`src/rtl/fwd_hazard_unit.sv`:
```
// Forwarding-select and load-use stall unit for the 16-bit MIPS core.
// Tracks destination tags through ID/EX, EX/MEM and MEM/WB and counts stall cycles.

module fwd_sel_lane (
    input  logic [2:0] src,
    input  logic       exm_wr,
    input  logic [2:0] exm_dst,
    input  logic       mwb_wr,
    input  logic [2:0] mwb_dst,
    output logic [1:0] sel
);
    // Newest producer (EX/MEM) wins over MEM/WB; r0 is never forwarded.
    always_comb begin
        sel = 2'b00;
        if (src != 3'd0 && exm_wr && exm_dst == src)
            sel = 2'b01;
        else if (src != 3'd0 && mwb_wr && mwb_dst == src)
            sel = 2'b10;
    end
endmodule

module fwd_hazard_unit #(
    parameter int STALL_CNT_W = 16
) (
    input  logic                   clk,
    input  logic                   reset,
    input  logic                   id_valid,
    input  logic [2:0]             id_rs,
    input  logic [2:0]             id_rt,
    input  logic [2:0]             id_dst,
    input  logic                   id_reg_write,
    input  logic                   id_mem_read,
    input  logic                   flush,
    output logic [1:0]             fwd_a_sel,
    output logic [1:0]             fwd_b_sel,
    output logic                   stall,
    output logic [STALL_CNT_W-1:0] stall_cnt
);
    localparam int NUM_LANES = 2;

    typedef struct packed {
        logic [2:0] rs;
        logic [2:0] rt;
        logic [2:0] dst;
        logic       reg_write;
        logic       mem_read;
    } idex_t;

    typedef struct packed {
        logic [2:0] dst;
        logic       reg_write;
    } wtag_t;

    // vld_pipe[0]=ID/EX, [1]=EX/MEM, [2]=MEM/WB
    logic [2:0] vld_pipe;
    idex_t      idex;
    wtag_t      exm;
    wtag_t      mwb;
    logic       id_take;
    logic       ex_load;
    logic       hit_rs;
    logic       hit_rt;

    logic [NUM_LANES-1:0][2:0] lane_src;
    logic [NUM_LANES-1:0][1:0] lane_sel;

    assign lane_src = {idex.rt, idex.rs};

    generate
        for (genvar i = 0; i < NUM_LANES; i++) begin : g_lane
            fwd_sel_lane u_lane (
                .src     (lane_src[i]),
                .exm_wr  (vld_pipe[1] & exm.reg_write),
                .exm_dst (exm.dst),
                .mwb_wr  (vld_pipe[2] & mwb.reg_write),
                .mwb_dst (mwb.dst),
                .sel     (lane_sel[i])
            );
        end
    endgenerate

    assign fwd_a_sel = lane_sel[0];
    assign fwd_b_sel = lane_sel[1];

    // Stall only on a load sitting in EX; a load in MEM is covered by MEM/WB forwarding.
    always_comb begin
        ex_load = vld_pipe[0] & idex.mem_read & idex.reg_write;
        hit_rs  = (id_rs != 3'd0) && (idex.dst == id_rs);
        hit_rt  = (id_rt != 3'd0) && (idex.dst == id_rt);
        stall   = ~reset & id_valid & ~flush & ex_load & (hit_rs | hit_rt);
        id_take = id_valid & ~flush & ~stall;
    end

    always_ff @(posedge clk) begin
        if (reset) begin
            vld_pipe  <= '0;
            idex      <= '0;
            exm       <= '0;
            mwb       <= '0;
            stall_cnt <= '0;
        end else begin
            vld_pipe <= {vld_pipe[1:0], id_take};
            if (id_take)
                idex <= '{rs: id_rs, rt: id_rt, dst: id_dst,
                          reg_write: id_reg_write, mem_read: id_mem_read};
            else
                idex <= '0;
            exm <= '{dst: idex.dst, reg_write: idex.reg_write};
            mwb <= exm;
            if (stall && stall_cnt != '1)
                stall_cnt <= stall_cnt + STALL_CNT_W'(1);
        end
    end
endmodule

```
`config.mk`:
```
export PLATFORM = sky130hd
export DESIGN_NAME = fwd_hazard_unit
export DESIGN_NICKNAME = d
export VERILOG_FILES = /design/src/rtl/fwd_hazard_unit.sv
export SDC_FILE = /design/constraint.sdc
export NUM_CORES = 1
export LEC_CHECK = 0
export ABC_CLOCK_PERIOD_IN_PS = 2640
export CAP_MARGIN = 20
export CORE_UTILIZATION = 50
export CTS_CLUSTER_SIZE = 28
export DETAILED_ROUTE_END_ITERATION = 7
export PLACE_DENSITY_LB_ADDON = 0.08
export SYNTH_ARGS = -nofsm -noshare
export SYNTH_HDL_FRONTEND = slang
export SYNTH_SLANG_ARGS = --single-unit
```
`constraint.sdc`:
```
create_clock -name clk -period 2.64 [get_ports clk]
set_input_delay 0.528 -clock clk [delete_from_list [all_inputs] [get_ports clk]]
set_output_delay 0.528 -clock clk [all_outputs]
set_load 0.02 [all_outputs]
```
# Word-level counts from Yosys, hierarchy flattened
# Index checks and enable logic that the tools add are counted.
[word_totals]
in_bits = 15
word_cells = 54
ff_bits = 38
out_inout_bits = 21
[classes]
n_eq_ne = 7
n_reduce_logical = 16
mux = 4
addsub = 1
bitwise = 15
[ops]
columns = ["operator", "count"]
rows = [
  ["$eq 3x3->1", 6],
  ["$add 16x1->16 const B", 1],
  ["$ne 16x16->1 const B", 1],
  ["$reduce_bool 3->1", 4],
  ["$logic_and 1x1->1", 11],
  ["$and 1x1->1", 10],
  ["$mux 2", 4],
  ["$not 1->1", 4],
  ["$reduce_or 2->1", 1],
  ["$or 1x1->1", 1],
]

# Depth between registers and ports, before layout
# Gate-level depths: netlist of the first run.
[depth]
ltp_word = 9
ltp_mapped = 7
ltp_nobuf = 6

# Modules after synthesis
# A second synthesis of the first run with hierarchy kept.
[hier_totals]
cells_unflattened = 184
hier_area_um2 = 1736.7
[by_module_without_submodules]
columns = ["module", "cells_each", "seq_area_each_um2", "area_each_um2", "n_inst"]
rows = [
  ["fwd_hazard_unit", 158, 760.7, 1554.0, 1],
  ["fwd_sel_lane", 13, 0.0, 91.3, 2],
]

# Worst setup path after synthesis of the first run
# Ideal clock, no wire load.
[synth_timing]
path_kind = "input port to output port"
startpoint = "input port id_rs[2]"
endpoint = "output port stall"
stages = 4
t_arrival_ns = 1.758
required_time_ns = 2.112
slack_ns = 0.354
path_buffers = 0
path_cell_list = "xor2_1 -> nor4_4 -> or2_1 -> nor3b_1"
[synth_via]
elab_chain_len = 4
elab_cells_between_ends = 5
cone_classes = "1 x eq/ne; 2 x bitwise; 2 x reduce/logical"
[synth_lines]
columns = ["item", "line", "rtl"]
rows = [
  ["from (decl)", "28", "input logic [2:0] id_rs,"],
  ["$eq 3x3->1 / $reduce_bool 3->1 (equally long branches)", "88", "hit_rs = (id_rs != 3'd0) && (idex.dst == id_rs);"],
  ["$logic_and 1x1->1 (*)", "88", ""],
  ["$or 1x1->1 (*)", "90", "stall = ~reset & id_valid & ~flush & ex_load & (hit_rs | hit_rt);"],
  ["$and 1x1->1 (*)", "90", ""],
  ["to (decl)", "36", "output logic stall,"],
]
# Every way passes the cells marked *; elsewhere a longest branch is shown, timed or not.

# Worst setup path in the final report of the first run
# Same ends and word-level chain as after synthesis.

==> metrics, run 1 <==
Antenna Violating Nets Remaining=0; via/cell ratio=5.630; die area=3961 um^2; Peak VDD IR=0.3092 mV; nets=255; gr ovfl total=0; Total GRT Usage=0.2236; initial core utilization=0.5394; Final Critical Period=2521 ps; Worst-path clk slew=70 ps; gpl congestion=0.8095; sequential cell area=760.7 um^2; DR WL/cell=14.29 um; Post-Route Setup TNS=0 ps; worst hold slack=490.6 ps; maximum operating frequency=396.7 MHz; Die W=62.94 um; critical path arrival=1990 ps; First DRT Iteration DRCs=74; Hold Path Class=register to register; fillcell total=280; Slew @ Worst Pin=566.6 ps; synth warn=0; Layout Area Growth over Synthesis=27.29%; area of the multi-input gates=1041 um^2; final slew viol count=0; first-pass GRT wire length=6.886 mm; share of the synthesized area in the top cell type=0.4097; relative slew slack=0.6222; layout cells sized above 1=0.1345; row cnt=21; placed inst area=2288 um^2; number of global-route vias before repair=1,583; HPWL Detailed=3.001 mm; Synth cell types=42; Diodes inserted=0; clock tree buffer depth=2; Post-Syn Area=1857 um^2; H-tree levels=2; final worst slack=119.1 ps; largest net degree at the start of global routing=32; core footprint=3442 um^2; status=completed; Cells after Synth=196; most common cell after layout, fill and taps aside=dfxtp_1; drt drc=0; final hold violations=0; Leak=0.8618 nW; crit start category=input pin; pre-CTS WS=-367.5 ps; PD cells=441.1 nW/um^2; final setup violating endpoints=0; critical path capture point type=primary output; final instance area=2364 um^2; top_reg_cell synth=dfxtp_1; IO buf count=35; syn nets=212; final WL=4.058 mm; top cells by area, synth=dfxtp_1, nor2b_1, xor2_1; Yosys top cell by area=dfxtp_1; Detailed Routing Iterations Pass 1=4; critical path class=input pin to primary output; Avg Cell Area, Syn=9.473 um^2; post-CTS setup buffer count=0; most frequent cells in the layout=dfxtp_1, clkdlybuf4s50_1, a21oi_1, nor2b_1, nor2_1; unrepaired setup endpoints after global routing=no; crit path max fanout=3; max-cap check violation count=0; initial antenna violation count=0; Chip Height=62.94 um; Clk Latency, worst-skew pair=290 ps; sequential fraction of the synthesis area=0.4097; Tcrit/Tclk final=0.9549; CTS buffer count=5; Post-synth EDFFs=0; # clock sinks=38; TritonCTS clock tree=yes; Seq cells post-synth=38; root buffer cell=clkbuf_8; routed vias=1,599; asr flop ratio synth=0; IO Count=36; clk_skew=6.509 ps; WP data required=2110 ps
## cell usage after synthesis, drive strengths merged (4+ instances only)
master	number
xor2	10
nor2	13
o21ai	4
o31ai	7
a21oi	14
nand4	6
or4	8
nor4	8
and2	11
nand3	9
dfxtp	38
nor3b	4
inv	5
nor2b	14
mux2	5
xnor2	4
clkbuf	4
nor3	9
## final cells by class
cell class	instances	share of cell area
flip-flops and latches	38	0.3219
repair buffers	43	0.1705
inverters	5	0.007941
clock buffers	6	0.03494
well taps	46	0.02435
multi-input cells	146	0.4404
## registers in the layout, summed over array words and instances (netlist names)
register and count:
exm 4, stall_cnt 16, vld_pipe 3, mwb 4
idex 11
## per-stage QoR
step / utilization / power (W) / std cells
global placement: 0.6648 / 0.0006694 / 278
finish: 0.6867 / 0.001043 / 284
floorplan: - / 0.0006353 / 196
CTS: 0.6867 / 0.001055 / 284
detailed placement: 0.6648 / 0.0006723 / 278
global route: 0.6867 / 0.001086 / 284
## layer usage
| layer | wire, um | up-vias | GRT usage |
|---|---|---|---|
| li1 | - | 794 | - |
| met1 | 1704 | 757 | 0.2416 |
| met2 | 2117 | 37 | 0.3978 |
| met3 | 138 | 11 | 0.04745 |
| met4 | 97 | 0 | 0.1279 |
| met5 | 0 | - | 0 |
## final timing paths
| check | slack (ps) | depth (start not counted) | endpoint | startpoint |
|---|---|---|---|---|
| min | 490 | 1 | vld_pipe[1] | vld_pipe[0] |
| max | 120 | 6 | stall | id_rs[2] |
| max reg2reg | 540 | 5 | stall_cnt[10] | stall_cnt[10] |
| min reg2reg | 490 | 1 | vld_pipe[1] | vld_pipe[0] |
## report_power, final
part	switching (W)	leakage, nW	internal [W]
sequential	0.00000793	0.307	0.000581
combinational	0.0000311	0.511	0.0000394
clock	0.000182	0.0431	0.000201
## cells by family (layout without fill, tap and decap cells)
kind of cell / Yosys count / after routing / synth area share
muxes: 5 / 5 / 0.03437
adders and majority gates: 1 / 1 / 0.006737
DFF: 38 / 38 / 0.4097
buffers and inverters: 12 / 54 / 0.02965
AOI/OAI and AO/OA: 32 / 32 / 0.1105
xor gates and xnor gates: 14 / 14 / 0.06603
and+or+nand+nor: 94 / 94 / 0.3430
## repair_timing
| item | in CTS | in global routing |
|---|---|---|
| resized for setup | 7 | 0 |
| hold buffers | 0 | 0 |
| endpoints found under the setup margin | 3 | 0 |
| hold endpoints to repair | 0 | 0 |
## worst max-delay path: stages
cell and delay (ps):
clkdlybuf4s50_1 450, xor2_1 200, nor4_4 300, or2_1 150
nor3b_1 160, buf_2 190
Power figures use the tool's default switching activity.
==> run 2, diff against run 1 <==
--- a/config.mk
+++ b/config.mk
@@ -11,6 +11,7 @@
 export CTS_CLUSTER_SIZE = 28
 export DETAILED_ROUTE_END_ITERATION = 7
 export PLACE_DENSITY_LB_ADDON = 0.08
+export REMOVE_ABC_BUFFERS = 1
 export SYNTH_ARGS = -nofsm -noshare
 export SYNTH_HDL_FRONTEND = slang
 export SYNTH_SLANG_ARGS = --single-unit
==> run 2 against run 1 <==
Cell area grew 1.1%. Total power up 3.9%. Sequential power hardly changed. Final cell count rose by 0.70%. Die area stayed put. Via count is 2.3% higher. Sequential share of layout area shrank 0.34 points. Global-route usage up 1.4 points. Register-to-register slack worse by 70 ps. Non-clock buffer count did not move. Wire length increased by 3.0%. Highest routed layer unchanged.
==> metrics, run 2 (same netlist as run 1, synthesis figures left out) <==
Chip Height=62.94 um; Biggest register=stall_cnt; critical path arrival=1980 ps; gr ovfl total=0; Total GRT Usage=0.2376; post-CTS setup buffer count=0; RR Startpoint=stall_cnt[6]; number of global-route vias before repair=1,609; biggest registers after layout=stall_cnt x16, idex x11; clk_skew=5.700 ps; combinational power share=0.066; gpl congestion=0.8315; largest net degree at the start of global routing=32; most frequent cells in the layout=dfxtp_1, clkdlybuf4s50_1, a21oi_1, nor2b_1, nor2_1; Clk Latency, worst-skew pair=290 ps; TritonCTS clock tree=yes; Leak=0.8940 nW; final WL=4.180 mm; Tcrit/Tclk final=0.9497; Final Critical Period=2507 ps; switching power=0.0002524 W; relative slew slack=0.5742; Hold Path Class=register to register; IO buf count=35; Worst-path clk slew=70 ps; max-cap check violation count=0; DR WL/cell=14.62 um; clock tree buffer depth=2; PD cells=453.3 nW/um^2; overall power=0.001083 W; Clock power frac=0.391; Peak VDD IR=0.2862 mV; H-tree levels=2; Layout Area Growth over Synthesis=28.64%; initial antenna violation count=0; initial core utilization=0.5394; die area=3961 um^2; routed vias=1,635; Flop pwr share=0.543; WP data required=2110 ps; root buffer cell=clkbuf_8; Slew @ Worst Pin=638.7 ps; critical path class=input pin to primary output; critical path capture point type=primary output; Die W=62.94 um; Pint=0.0008304 W; Largest register FFs=16; crit start category=input pin; status=completed; crit path max fanout=3; Diodes inserted=0; nets=255; CTS buffer count=5; post-layout util=0.6939; HPWL Detailed=3.075 mm; core footprint=3442 um^2; First DRT Iteration DRCs=98; unrepaired setup endpoints after global routing=no; drt drc=0; sw frac=0.2331; Crit. Startpoint=id_rs[2]; CTS Hold Bufs=0; layout cells sized above 1=0.1458; Hold Path Origin=vld_pipe[1]; row cnt=21; # clock sinks=38; final slew viol count=0; final hold violations=0; Post-Route Setup TNS=0 ps; final setup violating endpoints=0; via/cell ratio=5.717; maximum operating frequency=398.8 MHz; Detailed Routing Iterations Pass 1=4; IO Count=36; Antenna Violating Nets Remaining=0; most common cell after layout, fill and taps aside=dfxtp_1; first-pass GRT wire length=7.376 mm; fillcell total=289
[run 2: timing repair]
item,CTS,global route
cloned,0,0
gates resized for setup,5,3
setup endpoints to repair,1,3
[run 2: power by group through the flow]
stage / sequential [W] / combinational (W) / clock, W
floorplan: 0.000599 / 0.0000304 / 0
global placement: 0.000601 / 0.0000688 / 0
detailed placement: 0.000601 / 0.0000721 / 0
CTS: 0.000588 / 0.0000725 / 0.000429
global route: 0.000589 / 0.0000792 / 0.000464
finish: 0.000588 / 0.0000719 / 0.000423
[run 2: worst max-delay path, stage by stage]
cell	delay, ps
clkdlybuf4s50_1	460
xor2_1	210
nor4_4	290
or2_1	150
nor3b_2	150
buf_2	190
[run 2: cell type report]
cell class | count | area (um^2) | share of cell area
multi-input combinational | 146 | 1046 | 0.4379
sequential | 38 | 760.7 | 0.3185
timing repair buffer | 43 | 410.4 | 0.1718
clock buffer | 6 | 82.58 | 0.03457
tap | 46 | 57.56 | 0.02410
inverter | 5 | 18.77 | 0.007858
clock inverter | 2 | 12.51 | 0.005238
[run 2: path summary, 6_finish.rpt]
kind / to / slack [ps] / depth (start not counted)
setup reg to reg: stall_cnt[10] / 470 / 5
hold reg to reg: vld_pipe[2] / 490 / 1
hold / removal: vld_pipe[2] / 490 / 1
setup / recovery: stall / 130 / 6
[run 2: layer usage]
layer	routed length (um)	GRT usage
met4	61	0.06395
met3	150	0.06022
met2	2137	0.4073
met5	0	0
met1	1831	0.2915
[run 2: through the flow]
step / std cells / cell area, um^2 / hold slack, ps / setup WS, ps
final: 286 / 2389 / 485.1 / 132.7
after global routing: 286 / 2389 / 501.7 / 45.09
after CTS: 286 / 2379 / 486.9 / 7.253
after detailed placement: 278 / 2288 / 476.5 / -367.4
after global placement: 278 / 2288 / 475.3 / -350.4
after floorplan: 189 / 1821 / 457.1 / 353.6
==> run 3, diff against run 2 <==
--- a/config.mk
+++ b/config.mk
@@ -10,6 +10,7 @@
 export CORE_UTILIZATION = 50
 export CTS_CLUSTER_SIZE = 28
 export DETAILED_ROUTE_END_ITERATION = 7
+export MAX_ROUTING_LAYER = met4
 export PLACE_DENSITY_LB_ADDON = 0.08
 export REMOVE_ABC_BUFFERS = 1
 export SYNTH_ARGS = -nofsm -noshare
==> run 3 against run 2 <==
Sequential share of layout area stayed put. Count of clock-buffer cells in the layout stayed put. Highest routed layer unchanged. Global-route usage is 0.56 points higher. Critical path type unchanged. Combinational power hardly changed. Cell area stayed put. Via count is 0.55% lower. Clock power hardly changed. Utilization stayed put. Non-clock buffer count stayed put. Final cell count stayed put.
==> metrics, run 3 (same netlist as run 1, synthesis figures left out) <==
Largest register FFs=16; via/cell ratio=5.685; fillcell total=289; Slew @ Worst Pin=627.5 ps; crit start category=input pin; clock tree buffer depth=2; most frequent cells in the layout=dfxtp_1, clkdlybuf4s50_1, a21oi_1, nor2b_1, nor2_1; Antenna Violating Nets Remaining=0; Hold Path Class=register to register; max-cap check violation count=0; post-layout util=0.6939; maximum operating frequency=398.8 MHz; root buffer cell=clkbuf_8; Die W=62.94 um; critical path arrival=1980 ps; CTS resizes=5; First DRT Iteration DRCs=105; initial core utilization=0.5394; Peak VDD IR=0.2861 mV; gpl congestion=0.8442; largest net degree at the start of global routing=32; CTS buffer count=5; clk_skew=4.895 ps; number of global-route vias before repair=1,615; Biggest register=stall_cnt; TritonCTS clock tree=yes; final worst slack=132.8 ps; Leak=0.8940 nW; drt drc=0; status=completed; H-tree levels=2; final hold violations=0; placed cells=278; routed vias=1,626; IO Count=36; critical path class=input pin to primary output; pre-CTS WS=-367.4 ps; first-pass GRT wire length=7.376 mm; sequential cell area=760.7 um^2; critical path capture point type=primary output; biggest registers after layout=stall_cnt x16, idex x11; unrepaired setup endpoints after global routing=no; HPWL Detailed=3.075 mm; layout cells sized above 1=0.1458; initial antenna violation count=0; relative slew slack=0.5816; Total GRT Usage=0.2432; Diodes inserted=0; row cnt=21; DR WL/cell=14.56 um; IO buf count=35; final setup violating endpoints=0; final slew viol count=0; area of the multi-input gates=1046 um^2; post-CTS setup buffer count=0; WP data required=2110 ps; die area=3961 um^2; most common cell after layout, fill and taps aside=dfxtp_1; Post-Layout Cell Count=286; Final Critical Period=2507 ps; Layout Area Growth over Synthesis=28.64%; PD cells=454.1 nW/um^2; nets=255; CTS Hold Bufs=0; final WL=4.164 mm; Chip Height=62.94 um; Detailed Routing Iterations Pass 1=4; # clock sinks=38; core footprint=3442 um^2; gr ovfl total=0; Worst-path clk slew=70 ps; Tcrit/Tclk final=0.9497; R2R Setup Slk=480 ps; crit path max fanout=3; Clk Latency, worst-skew pair=290 ps
## run 3: path summary, 6_finish.rpt
| kind | to | cells past startpoint | start |
|---|---|---|---|
| worst max-delay path | stall | 6 | id_rs[2] |
| worst min-delay path | vld_pipe[2] | 1 | vld_pipe[1] |
| worst max register to register | stall_cnt[10] | 5 | stall_cnt[7] |
| worst min register to register | vld_pipe[2] | 1 | vld_pipe[1] |
## run 3: stage by stage
step           TNS [ps]  hold slack (ps)  area [um^2]  power (W)
2_1_floorplan         0            457.1         1821  0.0006295
3_3_place_gp     -350.4            475.3         2288  0.0006694
3_5_place_dp     -447.5            476.5         2288  0.0006733
4_1_cts               0            486.9         2379   0.001089
5_1_grt               0            501.7         2389   0.001130
6_report              0            485.1         2389   0.001085
## run 3: critical path: stages
cell,delay (ps)
clkdlybuf4s50_1,460
xor2_1,210
nor4_4,290
or2_1,150
nor3b_2,150
buf_2,190
## run 3: final cells by class
class / count / area share
repair buffers: 43 / 0.1718
multi-input cells: 146 / 0.4379
inverters: 5 / 0.007858
clock inverters: 2 / 0.005238
clock buffers: 6 / 0.03457
well taps: 46 / 0.02410
flip-flops and latches: 38 / 0.3185
## run 3: report_power, final
group	internal, W	switching, W	total, W
logic	0.0000403	0.0000317	0.0000720
registers	0.000580	0.00000770	0.000588
clock network	0.000210	0.000215	0.000425
## run 3: layer usage
layer / track usage / vias to the layer above / part of all wire / routed length, um
met5: - / - / 0 / 0
met4: 0.06395 / 0 / 0.0094 / 39
met3: 0.05474 / 6 / 0.033 / 137
met2: 0.4073 / 33 / 0.51 / 2123
met1: 0.2915 / 789 / 0.45 / 1864
li1: - / 798 / - / -
